**src/rtl/btn_cond_bank.sv**
```systemverilog
// rtl/btn_cond_bank.sv - bank of N_CH synchronised, debounced push-button conditioners with press/repeat/release pulses
module btn_cond_bank #(
  parameter int N_CH       = 5,
  parameter int DB_CYCLES  = 32768,
  parameter int RPT_DELAY  = 25_000_000,
  parameter int RPT_PERIOD = 5_000_000
) (
  input  logic            Clk,
  input  logic            Reset_n,
  input  logic [N_CH-1:0] pb,
  input  logic [N_CH-1:0] en,
  output logic [N_CH-1:0] dpb,
  output logic [N_CH-1:0] scen,
  output logic [N_CH-1:0] mcen,
  output logic [N_CH-1:0] rel
);

  localparam int MAX_AB = (DB_CYCLES > RPT_DELAY) ? DB_CYCLES : RPT_DELAY;
  localparam int MAX_C  = (MAX_AB > RPT_PERIOD) ? MAX_AB : RPT_PERIOD;
  localparam int CW     = $clog2(MAX_C + 1);

  localparam logic [CW-1:0] DB_LOAD  = CW'(DB_CYCLES - 1);
  localparam logic [CW-1:0] DLY_LOAD = CW'(RPT_DELAY - 1);
  localparam logic [CW-1:0] PER_LOAD = CW'(RPT_PERIOD - 1);
  localparam logic [CW-1:0] CNT_ONE  = CW'(1);

  typedef enum logic [2:0] {
    IDLE,
    PRESS_WAIT,
    HELD_FIRST,
    HELD_RPT,
    REL_WAIT
  } state_t;

  logic [N_CH-1:0] sync1_q, sync2_q;

  // The synchroniser keeps running even while a channel is disabled.
  always_ff @(posedge Clk or negedge Reset_n) begin
    if (!Reset_n) begin
      sync1_q <= '0;
      sync2_q <= '0;
    end else begin
      sync1_q <= pb;
      sync2_q <= sync1_q;
    end
  end

  for (genvar i = 0; i < N_CH; i++) begin : g_ch
    state_t        state_q, state_d;
    logic [CW-1:0] cnt_q, cnt_d;
    logic          dpb_q, dpb_d, scen_q, scen_d, mcen_q, mcen_d, rel_q, rel_d;
    logic          s, cnt_zero;

    assign s        = sync2_q[i];
    assign cnt_zero = (cnt_q == '0);

    always_ff @(posedge Clk or negedge Reset_n) begin
      if (!Reset_n) begin
        state_q <= IDLE;
        cnt_q   <= '0;
        dpb_q   <= 1'b0;
        scen_q  <= 1'b0;
        mcen_q  <= 1'b0;
        rel_q   <= 1'b0;
      end else begin
        state_q <= state_d;
        cnt_q   <= cnt_d;
        dpb_q   <= dpb_d;
        scen_q  <= scen_d;
        mcen_q  <= mcen_d;
        rel_q   <= rel_d;
      end
    end

    // Release is tested before the counter so a repeat never fires on the release edge.
    always_comb begin
      state_d = state_q;
      cnt_d   = cnt_q;
      scen_d  = 1'b0;
      mcen_d  = 1'b0;
      rel_d   = 1'b0;
      if (!en[i]) begin
        state_d = IDLE;
      end else begin
        unique case (state_q)
          IDLE: begin
            if (s) begin
              state_d = PRESS_WAIT;
              cnt_d   = DB_LOAD;
            end
          end
          PRESS_WAIT: begin
            if (!s) begin
              state_d = IDLE;
            end else if (cnt_zero) begin
              state_d = HELD_FIRST;
              cnt_d   = DLY_LOAD;
              scen_d  = 1'b1;
              mcen_d  = 1'b1;
            end else begin
              cnt_d = cnt_q - CNT_ONE;
            end
          end
          HELD_FIRST, HELD_RPT: begin
            if (!s) begin
              state_d = REL_WAIT;
              cnt_d   = DB_LOAD;
            end else if (cnt_zero) begin
              state_d = HELD_RPT;
              cnt_d   = PER_LOAD;
              mcen_d  = 1'b1;
            end else begin
              cnt_d = cnt_q - CNT_ONE;
            end
          end
          REL_WAIT: begin
            if (s) begin
              state_d = HELD_RPT;
              cnt_d   = PER_LOAD;
            end else if (cnt_zero) begin
              state_d = IDLE;
              rel_d   = 1'b1;
            end else begin
              cnt_d = cnt_q - CNT_ONE;
            end
          end
          default: state_d = IDLE;
        endcase
      end
      dpb_d = (state_d == HELD_FIRST) || (state_d == HELD_RPT) || (state_d == REL_WAIT);
    end

    assign dpb[i]  = dpb_q;
    assign scen[i] = scen_q;
    assign mcen[i] = mcen_q;
    assign rel[i]  = rel_q;
  end

endmodule

```
**config.mk**
```make
export PLATFORM = sky130hd
export DESIGN_NAME = btn_cond_bank
export DESIGN_NICKNAME = d
export VERILOG_FILES = /design/src/rtl/btn_cond_bank.sv
export SDC_FILE = /design/constraint.sdc
export NUM_CORES = 1
export LEC_CHECK = 0
export BUFFER_PORTS_ARGS = -buffer_cell sky130_fd_sc_hd__buf_2
export CAP_MARGIN = 15
export CELL_PAD_IN_SITES_DETAIL_PLACEMENT = 1
export CELL_PAD_IN_SITES_GLOBAL_PLACEMENT = 1
export CORE_AREA = 2 2 120 209
export CTS_CLUSTER_SIZE = 14
export DETAILED_ROUTE_END_ITERATION = 16
export DIE_AREA = 0 0 122 211
export PLACE_DENSITY_LB_ADDON = 0.1
export SLEW_MARGIN = 15
export SYNTH_ARGS = -nofsm -noshare
export SYNTH_HDL_FRONTEND = slang
export SYNTH_SLANG_ARGS = --single-unit
```
**constraint.sdc**
```tcl
create_clock -name Clk -period 2.7 [get_ports Clk]
set_input_delay 0.54 -clock Clk [delete_from_list [all_inputs] [get_ports Clk]]
set_output_delay 0.54 -clock Clk [all_outputs]
set_load 0.01 [all_outputs]
```
==> metrics.txt, run 1 <==
status finished, final reports clean; CTS tree yes; Synth top cells by count dfrtp_1, nor2_1, nand2_1, o21ai_0, a21oi_1; final setup violation count 0; Area growth syn-to-layout 16.3%; largest net degree at the start of global routing 52; crit-path max FO 5; DP Area between 10000 and 15000 µm²; RSZ-0062 raised after global routing no; Max-Cap Viols 0; Nets between 1000 and 1500; most area-consuming cells after synthesis dfrtp_1, nor2_1, o21ai_0; Final GP Congestion 0.884; Pre-antenna DRT Iters 4; design area roughly 12000 µm²; H-tree depth 4; clk_lat worst skew 0.46 ns; first-pass GRT wire length roughly 54 mm; post-synth top area cell dfrtp_1; Die Area 25700 µm²; sequential element share of the synthesized area roughly 41%; Critical Path AT 2.91 ns; Die Width 122 µm; DRC 0; n_diodes 0; starting density of the core 43.6%; skew final 0.00703 ns; syn nets 1257; Fin Hold WS ~0.042 ns; Final Max Tran Viols 0; cts bufs inserted 17; Final Hold Vio Count 0; layout cells sized above 1 15.8%; GR Util All Layers between 20% and 30%; CORE AREA 23900 µm²; hold-fix buffers at CTS 0; drt via density about 6; Post-Place Setup Slack approximately 0.02 ns; relative slew slack between 40% and 50%; Clock Path Buffers 2; Syn Std Cell Area approximately 10000 µm²; Post-synth EDFFs 0; LEAKAGE 5.09 nW; die height between 200 and 250 µm; Setup Crit Path Kind flip-flop to flip-flop; multi-input logic area around 5700 µm²; worst setup margin around 0.14 ns; WL/cell 20.0 µm; root buf cell clkbuf_16; VDD IR-drop max around 460 µV; Pwr Density around 530 nW/µm²; Iteration-0 DRC Markers 336; io pins 32; setup TNS 0 ns; clk sinks 170; vias in the first global route between 10000 and 15000; Async SR Flop Fraction 100%; Fmax slightly below 0.4 GHz; via count roughly 10000; Clock transition at path regs approximately 0.060 ns; GR Overflow Total 0; register area roughly 4300 µm²; minimum clock period between 2 and 3 ns; part of the cycle the worst path needs between 90% and 100%; antenna viol nets, final 0; fillers between 2000 and 3000; Synth Flop Type dfrtp_1; Row Count 75; syn_area_per_cell between 8 and 9 µm²; DP HPWL 24.8 mm; count leader, synth dfrtp_1; Worst Hold Class primary input to async pin; Setup crit start kind flip-flop; Worst Tran Pin Value 0.854 ns; Distinct cells, synth 84; Post-Route WL roughly 33 mm; #FFs+latches synth 170; Syn Inst Count about 1200; critical path required time slightly above 3 ns; initial antenna violation count 0; top cell type's share of synthesized area 40.8%; # port buffers 31; crit path capture type flip-flop; Syn. warnings 0
-- state kept, by name (all words and copies together) (netlist names) --
name / cells
g_ch.cnt_q: 125
g_ch.state_q: 15
g_ch.dpb_q: 5
g_ch.mcen_q: 5
g_ch.rel_q: 5
g_ch.scen_q: 5
sync1_q: 5
sync2_q: 5
-- cells in the final DEF, fill, tap and decap left out, types with 7 or more instances in the layout --
cell type / n
dfrtp_1: 170
nor2_1: 131
buf_4: 96
nand2_1: 95
o21ai_0: 95
a21oi_1: 86
nor3_1: 58
inv_1: 45
nand3_1: 37
buf_2: 30
or3_1: 29
nor4_1: 28
a31oi_1: 27
a21o_1: 23
o21ai_1: 23
o22ai_1: 18
nor2b_1: 17
clkbuf_16: 17
nand2b_1: 16
nand4_1: 13
or4_1: 13
and3_1: 12
or2_2: 11
nor3b_1: 11
a22o_1: 11
and2_1: 10
o22a_1: 9
a211oi_1: 9
o21bai_1: 9
xnor2_1: 9
o31ai_1: 9
o211ai_1: 8
o41ai_1: 7
-- critical path, stage by stage (launching register included) --
cell	delay, ns
dfrtp_1	0.41
inv_1	0.09
ha_1	0.22
nor3b_4	0.24
nand4_1	0.15
or3_4	0.39
or4_1	0.44
o31a_1	0.27
o32ai_1	0.24
-- cell type report --
cell class | count | share of cell area, %
Inverter | 45 | 1.39
Clock inverter | 8 | 1.36
Multi-Input combinational cell | 955 | 47.2
Tap cell | 308 | 3.17
Timing Repair Buffer | 131 | 7.95
Clock buffer | 23 | 3.94
Sequential cell | 170 | 35.0
-- worst paths after layout --
kind	slack, ns	cells after the start	from	end
min in group Clk	0.19	1	pb[0]	sync1_q[0]
max in group asynchronous	2.03	2	Reset_n	g_ch[0].cnt_q[17]
hold reg to reg	0.35	0	sync1_q[3]	sync2_q[3]
hold / removal	0.04	1	Reset_n	g_ch[3].cnt_q[22]
setup / recovery	0.14	8	g_ch[2].cnt_q[0]	g_ch[2].cnt_q[22]
setup reg to reg	0.14	8	g_ch[2].cnt_q[0]	g_ch[2].cnt_q[22]
-- stage by stage --
step,std cells,power [mW],util (%)
floorplan,1240,3.40,-
CTS,1639,6.53,50.4
finish,1640,6.47,50.7
global placement,1608,3.73,47.7
global route,1640,6.76,50.7
detailed placement,1608,3.76,47.7
-- kinds of logic after synthesis --
| family | share of synthesized area [%] |
|---|---|
| buffers and inverters | 5.06 |
| and+or+nand+nor | 26.2 |
| adders and majority gates | 0.599 |
| AOI/OAI and AO/OA | 25.7 |
| xor gates and xnor gates | 1.26 |
| DFF | 40.8 |
| muxes | 0.480 |
-- timing repair --
item                                    in CTS  in global routing
hold endpoints to repair                     0                  0
gates cloned                                 0                  0
endpoints found under the setup margin       1                 53
pin swaps                                    0                  1
setup buffers                                0                  1
gates resized for setup                      1                 14
-- power by group --
part | total [mW] | switching (mW) | internal, mW
clock network | 2.75 | 1.05 | 1.71
registers | 2.97 | 0.234 | 2.73
logic | 0.758 | 0.456 | 0.302
-- metal layers --
metal | vias to the layer above | global-route usage [%] | wire [µm] | part of all wire (%)
met4 | 0 | 14.6 | 1530 | 4.7
li1 | 4754 | - | - | -
met5 | - | 0 | 0 | 0
met1 | 5093 | 26.5 | 12100 | 37
met3 | 99 | 3.64 | 564 | 1.7
met2 | 154 | 50.6 | 18500 | 57
Note: power is estimated with default switching activity, not from simulation.
==> run 2, diff against run 1 <==
--- a/config.mk
+++ b/config.mk
@@ -6,7 +6,6 @@
 export NUM_CORES = 1
 export LEC_CHECK = 0
 export BUFFER_PORTS_ARGS = -buffer_cell sky130_fd_sc_hd__buf_2
-export CAP_MARGIN = 15
 export CELL_PAD_IN_SITES_DETAIL_PLACEMENT = 1
 export CELL_PAD_IN_SITES_GLOBAL_PLACEMENT = 1
 export CORE_AREA = 2 2 120 209
@@ -14,7 +13,9 @@
 export DETAILED_ROUTE_END_ITERATION = 16
 export DIE_AREA = 0 0 122 211
 export PLACE_DENSITY_LB_ADDON = 0.1
+export SETUP_SLACK_MARGIN = 0.2
 export SLEW_MARGIN = 15
 export SYNTH_ARGS = -nofsm -noshare
 export SYNTH_HDL_FRONTEND = slang
 export SYNTH_SLANG_ARGS = --single-unit
+export TNS_END_PERCENT = 100
==> metrics.txt, run 2 (same netlist as run 1, synthesis figures left out) <==
status finished, final reports clean; starting density of the core 43.6% (unchanged); Setup crit start kind flip-flop; DRC 0 (unchanged); vias in the first global route 10400 (-2.1%); Final GP Congestion 0.847 (-4.1%); design area 12400 µm² (+2.0%); total power 6.22 mW (-3.9%); Reg2Reg Depth 7 (-1); slowest CP cell or4_1; relative slew slack 44.9% (+2.5 points); minimum clock period 2.46 ns (-0.0988 ns); initial antenna violation count 0 (unchanged); Fmax 0.406 GHz (+4.0%); largest delay contributor family on the critical path simple AND/OR/NAND/NOR gates; crit-path max FO 5 (unchanged); Setup Crit Path Kind flip-flop to flip-flop; Final Max Tran Viols 0 (unchanged); largest net degree at the start of global routing 62 (+19%); commonest non-fill, non-tap cell in the layout dfrtp_1; layout cells sized above 1 19.2% (+3.4 points); clk_lat worst skew 0.45 ns (about the same); Final Hold Vio Count 0 (unchanged); met3 usage 3.91% (+0.27 points); critical path required time 3.06 ns (about the same); CTS tree yes; most used routing layer met2; Pre-antenna DRT Iters 5 (+1); Largest regs g_ch.cnt_q x125, g_ch.state_q x15; setup TNS 0 ns (unchanged); reg2reg start g_ch[3].cnt_q[13]; Critical Path AT 2.82 ns (-0.09 ns); Die Area 25700 µm² (unchanged); met1 usage 27.3% (+0.72 points); M2 GR Usage 49.2% (-1.4 points); r2r endpoint g_ch[3].cnt_q[4]; fillers 2873 (+0.45%); Pwr Density 503 nW/µm² (-5.7%); Max-Cap Viols 0 (unchanged); Worst Hold Class primary input to async pin; crit path capture type flip-flop; DP HPWL 24.0 mm (-3.1%); clk sinks 170 (unchanged); skew final 0.0109 ns (+0.00387 ns); RSZ-0062 raised after global routing yes; GR Util All Layers 25.9% (-0.43 points); Die Width 122 µm (unchanged); first-pass GRT wire length 53.2 mm (-1.0%); delay of the slowest critical-path stage 0.57 ns (+0.13 ns); CORE AREA 23900 µm² (unchanged); io pins 32 (unchanged); Worst Tran Pin Value 0.817 ns (-0.0372 ns); Post-Route WL 32.2 mm (-1.6%); Fin Hold WS 0.0780 ns (+0.0363 ns); Nets 1352 (+1.1%); most frequent cells in the layout dfrtp_1, nor2_1, buf_4; hold-fix buffers at CTS 0 (unchanged); root buf cell clkbuf_16; via count 10000 (-0.60%); antenna viol nets, final 0 (unchanged); # port buffers 31 (unchanged); register area 4250 µm² (unchanged); DP Area 11400 µm² (-0.23%); Row Count 75 (unchanged); Area growth syn-to-layout 18.6%; die height 211 µm (unchanged); Iteration-0 DRC Markers 416 (+24%); n_diodes 0 (unchanged); max reg flops 125 (unchanged); WL/cell 19.5 µm (-2.5%); VDD IR-drop max 445 µV (-2.6%); drt via density 6.07 (-1.5%); worst-path cell chain or4_1 -> nor2_1 -> nand4_1 -> buf_4 -> buf_2 -> a22o_1 -> a32oi_1; part of the cycle the worst path needs 91.2% (-3.7 points); multi-input logic area 5880 µm² (+2.8%); LEAKAGE 5.17 nW (+1.7%); cts bufs inserted 17 (unchanged); H-tree depth 4 (unchanged); Clock Path Buffers 2 (unchanged); Clock transition at path regs 0.07 ns (about the same); final setup violation count 0 (unchanged); Buf/Inv on CP 2 (+1); GR Overflow Total 0 (unchanged); Worst path depth 7 (-1); Biggest register g_ch.cnt_q; FF-to-FF setup slack 0.24 ns (+0.10 ns)
-- run 2: repair_timing --
item / 4_1_cts / 5_1_grt
resized for setup: 11 / 47
setup endpoints to repair: 56 / 108
pin swaps: 2 / 12
gates cloned: 0 / 1
buffers inserted: 1 / 18
-- run 2: stage by stage --
stage               std cells  setup slack, ns  util, %
global placement         1604            0.150     47.6
CTS                      1636            0.109     50.3
floorplan                1240            0.254        -
finish                   1655            0.237     51.7
global route             1655            0.164     51.7
detailed placement       1604           0.0458     47.6
-- run 2: worst max-delay path by stage --
| stage | slack [ns] | endpoint | start |
|---|---|---|---|
| 2_1_floorplan | 0.25 | g_ch[1].cnt_q[11] | g_ch[1].cnt_q[0] |
| 3_3_place_gp | 0.15 | g_ch[3].cnt_q[11] | g_ch[3].cnt_q[0] |
| 3_5_place_dp | 0.05 | g_ch[3].cnt_q[11] | g_ch[3].cnt_q[0] |
| 4_1_cts | 0.11 | g_ch[2].cnt_q[15] | g_ch[2].cnt_q[15] |
| 5_1_grt | 0.16 | g_ch[2].cnt_q[22] | g_ch[2].cnt_q[0] |
| 6_report | 0.24 | g_ch[3].cnt_q[4] | g_ch[3].cnt_q[13] |
-- run 2: area by class of cell --
class | instances | share of cell area [%]
Sequential cell | 170 | 34.4
Clock buffer | 20 | 3.69
Clock inverter | 11 | 0.991
Multi-Input combinational cell | 955 | 47.5
Inverter | 45 | 1.36
Timing Repair Buffer | 146 | 8.94
Tap cell | 308 | 3.11
-- run 2: power by group --
| group | switching (mW) | internal [mW] |
|---|---|---|
| clock | 1.06 | 1.40 |
| combinational | 0.463 | 0.322 |
| sequential | 0.241 | 2.73 |
-- run 2: per-layer routing --
metal  wire [µm]  up-vias
met5           0        -
met2       18000      136
met3         560       73
li1            -     4785
met4        1350        0
met1       12300     5045
